===== config.mk =====
export PLATFORM = sky130hd
export DESIGN_NAME = pmem_arbiter
export DESIGN_NICKNAME = d
export VERILOG_FILES = /design/src/rtl/pmem_arbiter.sv
export SDC_FILE = /design/constraint.sdc
export NUM_CORES = 1
export LEC_CHECK = 0
export ABC_AREA = 1
export CAP_MARGIN = 20
export CELL_PAD_IN_SITES_DETAIL_PLACEMENT = 0
export CELL_PAD_IN_SITES_GLOBAL_PLACEMENT = 1
export CORE_AREA = 2 2 534 536
export DETAILED_ROUTE_END_ITERATION = 10
export DIE_AREA = 0 0 536 538
export GPL_TIMING_DRIVEN = 1
export PLACE_DENSITY = 0.34
export REMOVE_ABC_BUFFERS = 1
export SETUP_SLACK_MARGIN = 0.2
export SLEW_MARGIN = 0
export SYNTH_ARGS = -nofsm -noshare
export SYNTH_HDL_FRONTEND = slang
export SYNTH_SLANG_ARGS = --single-unit

===== constraint.sdc =====
create_clock -name clk -period 11 [get_ports clk]
set_input_delay 2.2 -clock clk [delete_from_list [all_inputs] [get_ports clk]]
set_output_delay 2.2 -clock clk [all_outputs]
set_load 0.005 [all_outputs]

===== src/rtl/pmem_arbiter.sv =====
// N-port line-request arbiter in front of a single physical-memory port, one transaction in flight.
// Define ARB_ROUND_ROBIN_EN for rotating priority; otherwise the lowest port index wins.
module pmem_arbiter #(
    parameter int NUM_PORTS  = 2,
    parameter int ADDR_WIDTH = 32,
    parameter int LINE_WIDTH = 256,
    localparam int GW = (NUM_PORTS > 1) ? $clog2(NUM_PORTS) : 1
) (
    input  logic                             clk,
    input  logic                             rst,
    input  logic [NUM_PORTS-1:0]             req_read,
    input  logic [NUM_PORTS-1:0]             req_write,
    input  logic [NUM_PORTS*ADDR_WIDTH-1:0]  req_addr,
    input  logic [NUM_PORTS*LINE_WIDTH-1:0]  req_wdata,
    output logic [NUM_PORTS-1:0]             req_resp,
    output logic [LINE_WIDTH-1:0]            req_rdata,
    input  logic                             pmem_resp,
    input  logic [LINE_WIDTH-1:0]            pmem_rdata,
    output logic                             pmem_read,
    output logic                             pmem_write,
    output logic [ADDR_WIDTH-1:0]            pmem_address,
    output logic [LINE_WIDTH-1:0]            pmem_wdata,
    output logic [GW-1:0]                    grant_id,
    output logic                             busy,
    output logic [1:0]                       dbg_state
);
    // Handshake: a port holds req_read/req_write until its req_resp pulse; req_resp is a
    // single-cycle pulse and req_rdata is only meaningful in that cycle.
    typedef enum logic [1:0] {IDLE = 2'd0, BUSY = 2'd1, DONE = 2'd2} state_t;

    state_t                  state_q, state_d;
    logic                    pmem_read_q, pmem_read_d;
    logic                    pmem_write_q, pmem_write_d;
    logic [ADDR_WIDTH-1:0]   pmem_address_q, pmem_address_d;
    logic [LINE_WIDTH-1:0]   pmem_wdata_q, pmem_wdata_d;
    logic [GW-1:0]           grant_q, grant_d;
    logic [NUM_PORTS-1:0]    req_any;
    logic [GW-1:0]           win;
    logic                    win_found;

    assign req_any = req_read | req_write;

`ifdef ARB_ROUND_ROBIN_EN
    logic [GW-1:0] ptr_q, ptr_d;

    // Search starts at the pointer and wraps, so the port after the last winner goes first.
    always_comb begin
        int idx;
        idx       = 0;
        win       = '0;
        win_found = 1'b0;
        for (int k = 0; k < NUM_PORTS; k++) begin
            idx = int'(ptr_q) + k;
            if (idx >= NUM_PORTS) idx = idx - NUM_PORTS;
            if (!win_found && req_any[idx]) begin
                win_found = 1'b1;
                win       = GW'(idx);
            end
        end
    end
`else
    always_comb begin
        win       = '0;
        win_found = |req_any;
        for (int k = NUM_PORTS - 1; k >= 0; k--) begin
            if (req_any[k]) win = GW'(k);
        end
    end
`endif

    always_comb begin
        state_d        = state_q;
        pmem_read_d    = pmem_read_q;
        pmem_write_d   = pmem_write_q;
        pmem_address_d = pmem_address_q;
        pmem_wdata_d   = pmem_wdata_q;
        grant_d        = grant_q;
`ifdef ARB_ROUND_ROBIN_EN
        ptr_d          = ptr_q;
`endif
        case (state_q)
            IDLE: begin
                if (win_found) begin
                    state_d        = BUSY;
                    grant_d        = win;
                    pmem_address_d = req_addr[int'(win)*ADDR_WIDTH +: ADDR_WIDTH];
                    pmem_wdata_d   = req_wdata[int'(win)*LINE_WIDTH +: LINE_WIDTH];
                    // A port raising both strobes is served as a write.
                    pmem_write_d   = req_write[win];
                    pmem_read_d    = req_read[win] & ~req_write[win];
`ifdef ARB_ROUND_ROBIN_EN
                    ptr_d          = (int'(win) == NUM_PORTS - 1) ? '0 : win + 1'b1;
`endif
                end
            end
            BUSY: begin
                if (pmem_resp) begin
                    pmem_read_d  = 1'b0;
                    pmem_write_d = 1'b0;
                    state_d      = DONE;
                end
            end
            DONE:    state_d = IDLE;
            default: state_d = IDLE;
        endcase
    end

    always_ff @(posedge clk or posedge rst) begin
        if (rst) begin
            state_q        <= IDLE;
            pmem_read_q    <= 1'b0;
            pmem_write_q   <= 1'b0;
            pmem_address_q <= '0;
            pmem_wdata_q   <= '0;
            grant_q        <= '0;
`ifdef ARB_ROUND_ROBIN_EN
            ptr_q          <= '0;
`endif
        end else begin
            state_q        <= state_d;
            pmem_read_q    <= pmem_read_d;
            pmem_write_q   <= pmem_write_d;
            pmem_address_q <= pmem_address_d;
            pmem_wdata_q   <= pmem_wdata_d;
            grant_q        <= grant_d;
`ifdef ARB_ROUND_ROBIN_EN
            ptr_q          <= ptr_d;
`endif
        end
    end

    always_comb begin
        req_resp = '0;
        if (state_q == BUSY && pmem_resp) req_resp[grant_q] = 1'b1;
    end

    assign req_rdata    = pmem_rdata;
    assign pmem_read    = pmem_read_q;
    assign pmem_write   = pmem_write_q;
    assign pmem_address = pmem_address_q;
    assign pmem_wdata   = pmem_wdata_q;
    assign grant_id     = grant_q;
    assign busy         = (state_q != IDLE);
    assign dbg_state    = state_q;
endmodule


== Word level (Yosys, flattened, before mapping) ==
Index checks and enable logic that the tools add are counted.
Word-level totals
  output and inout port bits: 552
  bits of input ports: 839
  logic and storage cells: 43
  register bits after elaboration: 293
Cells by class
  shift operators: 2
  bitwise logic cells: 3
  eq/ne operators: 3
  reductions and logical operators: 9
  muxes and demuxes: 17
  $lt $le $gt $ge: 3
Operator list (count)
  indexed part select 512 x 10 -> 256 bit: 1
  indexed part select 64 x 7 -> 32 bit: 1
  2-to-1 mux 1 bit: 10
  2-to-1 mux 2 bit: 3
  < comparator 1 x 2 -> 1 bit (second input constant): 2
  != test 2 bit (second input constant): 2
  case mux 1 bit (2 select lines): 2
  case mux 2 bit (2 select lines): 1
  AND reduction 2 bit: 2
  nonzero test 2 bit: 2
  AND reduction 3 bit: 1
  == test 2 x 1 -> 1 bit (second input constant): 1
  logical AND 1 bit: 2
  zero test 2 bit: 1
  OR 2 bit: 1
  OR reduction 2 bit: 1
  AND 1 bit: 1
  demux 1 bit (select 1 bit): 1
  greater-or-equal comparator 1 bit (second input constant): 1
  NOT 1 bit: 1

== Longest topological paths before layout ==
Gate-level depths: netlist of run 1.
  word-level depth: 9
  mapped depth: 9
  depth with buffers taken out: 7

== Worst setup path before layout of run 1 ==
No wires, ideal clock.
  kind: input-to-output
  start: input pmem_resp
  end: output req_resp[0]
  stages on the path: 2
  setup slack: 6.398 ns
  path buffers: 0
  data arrival time: 2.402 ns
  required time: 8.800 ns
  cell sequence: nand2_1 > nor2_1
Between the ends
  word-level cells in the longest chain between the ends: 2
RTL lines
  start, declared: line 17  | input logic pmem_resp,
  logical AND 1 bit: line 134  | if (state_q == BUSY && pmem_resp) req_resp[grant_q] = 1'b1;
  2-to-1 mux 2 bit: line 134
  end, declared: line 15  | output logic [NUM_PORTS-1:0] req_resp,
Every way passes these cells.

== Worst setup path after layout of run 1 ==
Ends and elaborated chain as after synthesis.

==> flow_summary.json, run 1 <==
{
  "slew_headroom_pct": 27.4,
  "firstDrtPassIters": 6,
  "setup_viol": 0,
  "post_cts_buffers": 0,
  "vias": 20500,
  "cp-start-kind": "primary input",
  "coreArea_mm2": 0.283,
  "clock_latency_ns": 0.68,
  "nFillCells": 33100,
  "ant_nets": 0,
  "yosysTopAreaCellShare_pct": 42.9,
  "rsz0062_at_grt": "false",
  "setup_tns_ns": 0,
  "routed_wl_um": 225000,
  "yosysTopAreaCell": "dfrtp_1",
  "seq_power_share_pct": 28.7,
  "die-area_mm2": 0.288,
  "crit_type": "in2out",
  "clockPowerShare_pct": 24.8,
  "grt_usage_pct": 15.0,
  "drtIter0Drc": 1963,
  "post_drt_wl_per_cell_um": 32.9,
  "p_sw_uw": 2750,
  "instances_no_fill": 6817,
  "overflow": 0,
  "ff_latch_area_mm2": 0.00733,
  "gp_congestion": 0.754,
  "worstPathMaxFanout": 5,
  "drv_slew": 0,
  "fin_nets": 3839,
  "synth_area_leaders": "dfrtp_1 (43%), nand2_1 (32%), buf_4 (13%), nand3_1 (8.5%), buf_2 (2.6%)",
  "num_io_pins": 1391,
  "synth_area_mm2": 0.0171,
  "syn2layout_area_growth_pct": 74.4,
  "hpwlAfterDp_um": 177000,
  "viasPerCell": 3.01,
  "clockBufferDepth": 3,
  "io_buffers": 878,
  "worst_pin_slew_ns": 1.09,
  "fin_crit_ns": 5.72,
  "power.density_mw_per_mm2": 227,
  "synth_seq_cells": 293,
  "ys_seq_area_share_pct": 42.9,
  "grt_pass1_wl_um": 270000,
  "ys_types": 17,
  "drive_gt1_share_pct": 3.32,
  "async_flop_share_pct": 100,
  "p_int_uw": 4000,
  "period_share_pct": 52.0,
  "status": "complete, no violations",
  "p_leak_uw": 0.0130,
  "cts_tree": "built",
  "antenna_found_initial": 77,
  "numCtsBuffers": 49,
  "hp-class": "reg2reg",
  "multi_input_area_mm2": 0.00700,
  "initial_utilization_pct": 6.03,
  "synth_edf_count": 0,
  "cts.clk_slew.worst_paths_ns": 0.05,
  "crit_arrival_ns": 3.52,
  "clkSinkCount": 293,
  "ys.warnings.count": 0,
  "synth_cells": 2466,
  "stdcell_area_mm2": 0.0298,
  "skew_ns": 0.0539,
  "die_h_um": 538,
  "postSynthAreaPerCell_um2": 6.92,
  "yosys_most_used_dff": "dfrtp_1",
  "yosysMostFrequentCell": "nand2_1",
  "die_x_um": 536,
  "drc": 0,
  "p_comb_share_pct": 46.6,
  "grt_max_degree": 141,
  "placed_cells": 6711,
  "switching_share_pct": 40.8,
  "cts_max_level": 2,
  "max_freq_mhz": 175,
  "hold_viol_final": 0,
  "clock_tree.root_cell": "clkbuf_16",
  "ir_worst_vdd_uv": 142,
  "cap_violations": 0,
  "ctsHoldBuffers": 0,
  "rows": 196,
  "cp-end-kind": "primary output",
  "synthTopCellsByCount": "nand2_1 (1447), dfrtp_1 (293), nand3_1 (290)",
  "cp.required_ns": 8.80,
  "grt_pass1_vias": 19600,
  "placed_cell_area_mm2": 0.0281,
  "cts_resized": 0
}
## cells in the final DEF, fill, tap and decap left out
master and instances:
inv_8 2, clkdlybuf4s50_1 878, dfrtp_1 293, bufinv_16 4, clkinv_2 4, buf_12 5
nand3_1 290, inv_6 1, nor2_1 7, o31ai_1 1, inv_1 6, buf_4 14
nand2_8 3, clkbuf_1 14, diode_2 17, clkbuf_8 9, nor2_4 1, clkinvlp_4 4
clkinv_4 2, nand2_1 1447, o21ai_1 1, clkbuf_16 51, or2_2 1
## sequential cells by signal, indices dropped and copies added, names as in the netlist
name	count
pmem_read	1
dbg_state	2
pmem_address	32
pmem_wdata	256
grant_id	1
pmem_write	1
## worst paths after layout
check | start | to | slack (ns) | cells past startpoint
max | pmem_resp | req_resp[0] | 5.28 | 4
min | pmem_wdata[189]$_DFFE_PP0P_ | pmem_wdata[189]$_DFFE_PP0P_ | 0.47 | 2
max reg2reg | dbg_state[1]$_DFFE_PP0P_ | pmem_address[6]$_DFFE_PP0P_ | 8.03 | 6
min reg2reg | pmem_wdata[189]$_DFFE_PP0P_ | pmem_wdata[189]$_DFFE_PP0P_ | 0.47 | 2
max in group asynchronous | rst | dbg_state[1]$_DFFE_PP0P_ | 6.96 | 4
min in group asynchronous | rst | pmem_wdata[172]$_DFFE_PP0P_ | 1.99 | 2
## cells by family after synthesis
| logic type | Yosys count | share of synthesized area (%) |
|---|---|---|
| DFF | 293 | 42.9 |
| AOI/OAI and AO/OA | 2 | 0.0733 |
| and+or+nand+nor | 1749 | 40.7 |
| buffers and inverters | 422 | 16.3 |
## metal layers
| layer | global-route usage, % | part of all wire, % | routed length, µm | vias up |
|---|---|---|---|---|
| met5 | 9.72 | 1.9 | 4330 | - |
| met4 | 2.43 | 1.7 | 3870 | 120 |
| met3 | 16.0 | 22 | 49600 | 248 |
| met2 | 17.8 | 34 | 76500 | 2069 |
| met1 | 17.1 | 40 | 90300 | 9618 |
| li1 | - | - | - | 8469 |
## critical path: stages
cell	delay, ns
clkdlybuf4s50_1	0.50
nand2_1	0.16
nor2_1	0.14
clkdlybuf4s50_1	0.52
## through the flow
stage	hold slack, ns	setup WS (ns)	total power, µW	utilization, %
6_report	0.474	5.28	6750	10.5
5_1_grt	0.492	5.18	7220	10.5
4_1_cts	0.480	5.28	6960	10.5
3_5_place_dp	0.464	5.21	5190	9.91
3_3_place_gp	0.461	5.23	5220	9.91
2_1_floorplan	0.472	-3.23	2930	-
## power by group through the flow
stage                     registers [µW]  logic (µW)  clock network [µW]
after floorplan                     1920        1010                   0
after global placement              1950        3270                   0
after detailed placement            1950        3240                   0
after CTS                           1950        3250                1760
after global routing                2010        3440                1780
final                               1930        3140                1670
## final cells by class
cell class                 count  area share (%)
sequential                   293            24.6
clock inverter                15           0.660
inverter                       8           0.151
clock buffer                  74            4.88
timing repair buffer         897            30.2
tap                         3762            15.8
antenna                       17           0.143
multi-input combinational   1751            23.5
(Power assumes the default switching activity.)
==> inputs of run 2 (changes only) <==
- CORE_AREA: 2 2 534 536 -> 2 2 545 547
- DIE_AREA: 0 0 536 538 -> 0 0 547 549
- clock period: 11 -> 4.65 ns (I/O delays scaled with it)
==> flow_summary.json, run 2 (synthesis gave the netlist of run 1 again) <==
{
  "status": "complete, no violations",
  "placed_cells": 6917,
  "cap_violations": 0,
  "grt_pass1_wl_um": 282000,
  "overflow": 0,
  "hp-start": "pmem_wdata[49]$_DFFE_PP0P_",
  "cts_resized": 0,
  "numCtsBuffers": 52,
  "max_freq_mhz": 313,
  "slew_headroom_pct": 38.3,
  "final_cell_mix": "nand2_1 (1447), clkdlybuf4s50_1 (878), dfrtp_1 (293), nand3_1 (290), clkbuf_16 (53)",
  "ctsHoldBuffers": 0,
  "fin_ws_ns": 1.46,
  "finalPower_uw": 16500,
  "p_leak_uw": 0.0132,
  "crit_type": "reg2out",
  "place_worst_setup_slack_ns": 1.00,
  "clock_tree.root_cell": "clkbuf_16",
  "grt_pass1_vias": 19700,
  "num_io_pins": 1391,
  "hold_viol_final": 0,
  "post_cts_buffers": 0,
  "hp-class": "reg2reg",
  "clockBufferDepth": 3,
  "instances_no_fill": 7028,
  "cp-start-kind": "register",
  "ir_worst_vdd_uv": 317,
  "die-area_mm2": 0.300,
  "worst_pin_slew_ns": 0.925,
  "initial_utilization_pct": 5.79,
  "cts_max_level": 2,
  "antenna_found_initial": 85,
  "crit_arrival_ns": 2.26,
  "hpwlAfterDp_um": 185000,
  "r2r_setup_slack_ns": 2.15,
  "post_drt_wl_per_cell_um": 33.5,
  "ant_nets": 0,
  "multi_input_area_mm2": 0.00700,
  "firstDrtPassIters": 5,
  "cp.required_ns": 3.72,
  "final_common_cell": "nand2_1",
  "clock_latency_ns": 0.73,
  "rsz0062_at_grt": "false",
  "stdcell_area_mm2": 0.0304,
  "ff_latch_area_mm2": 0.00733,
  "vias": 20300,
  "worstPathMaxFanout": 4,
  "fin_nets": 3871,
  "grt_usage_pct": 15.1,
  "skew_ns": 0.0690,
  "reg2reg_from": "dbg_state[1]$_DFFE_PP0P_",
  "largest_register_ffs": 256,
  "r2r-end": "pmem_wdata[151]$_DFFE_PP0P_",
  "routed_wl_um": 236000,
  "io_buffers": 878,
  "coreArea_mm2": 0.295,
  "placed_cell_area_mm2": 0.0287,
  "drive_gt1_share_pct": 4.36,
  "power.density_mw_per_mm2": 541,
  "hold_end": "pmem_wdata[49]$_DFFE_PP0P_",
  "gp_congestion": 0.778,
  "rows": 200,
  "setup_viol": 0,
  "drc": 0,
  "viasPerCell": 2.89,
  "nFillCells": 34400,
  "cts.clk_slew.worst_paths_ns": 0.05,
  "grt_max_degree": 116,
  "period_share_pct": 68.6,
  "clkSinkCount": 293,
  "drtIter0Drc": 1542,
  "cts_tree": "built",
  "drv_slew": 0,
  "syn2layout_area_growth_pct": 78.3,
  "hold_depth": 2,
  "fin_crit_ns": 3.19,
  "die_h_um": 549,
  "cp-end-kind": "primary output",
  "reg2regPathDepth": 6,
  "die_x_um": 547
}
## run 2: layout make-up
| type | instances | share of cell area [%] |
|---|---|---|
| antenna | 19 | 0.156 |
| clock buffer | 79 | 5.11 |
| clock inverter | 13 | 0.518 |
| inverter | 8 | 0.148 |
| multi-input combinational | 1751 | 23.0 |
| sequential | 293 | 24.1 |
| tap | 3939 | 16.2 |
| timing repair buffer | 926 | 30.8 |
## run 2: per-stage QoR
step	setup TNS, ns	hold WS (ns)	utilization (%)
after floorplan	-3702.06	0.472	-
after global placement	0	0.461	9.72
after detailed placement	0	0.464	9.72
after CTS	0	0.480	10.3
after global routing	0	0.486	10.3
final	0	0.474	10.3
## run 2: how the worst max path moves through the flow
stage	from	end	cells after the start
global placement	req_read[1]	pmem_wdata[150]$_DFFE_PP0P_	9
CTS	dbg_state[1]$_DFFE_PP0P_	busy	3
finish	dbg_state[1]$_DFFE_PP0P_	busy	3
detailed placement	req_write[1]	pmem_wdata[118]$_DFFE_PP0P_	9
floorplan	req_write[0]	pmem_address[0]$_DFFE_PP0P_	6
global route	dbg_state[1]$_DFFE_PP0P_	busy	3
## run 2: metal layers
layer,vias to the layer above,global-route usage (%),routed length (µm)
met5,-,10.7,5170
met4,134,2.34,3540
met3,253,15.4,49500
met2,1948,18.5,83000
met1,9458,17.2,94500
li1,8516,-,-
## run 2: worst max-delay path, cell delays in order, from the launching register on
cell and delay (ns):
dfrtp_1 0.40, nor2_1 0.59, inv_1 0.10, clkdlybuf4s50_1 0.50
## run 2: report_power, final
part / leakage [µW] / internal [µW] / total [µW] / switching (µW)
Clock: 0.000830 / 2440 / 4150 / 1710
Combinational: 0.00874 / 3390 / 7680 / 4290
Sequential: 0.00363 / 3790 / 4630 / 839
Total: 0.0132 / 9630 / 16500 / 6840
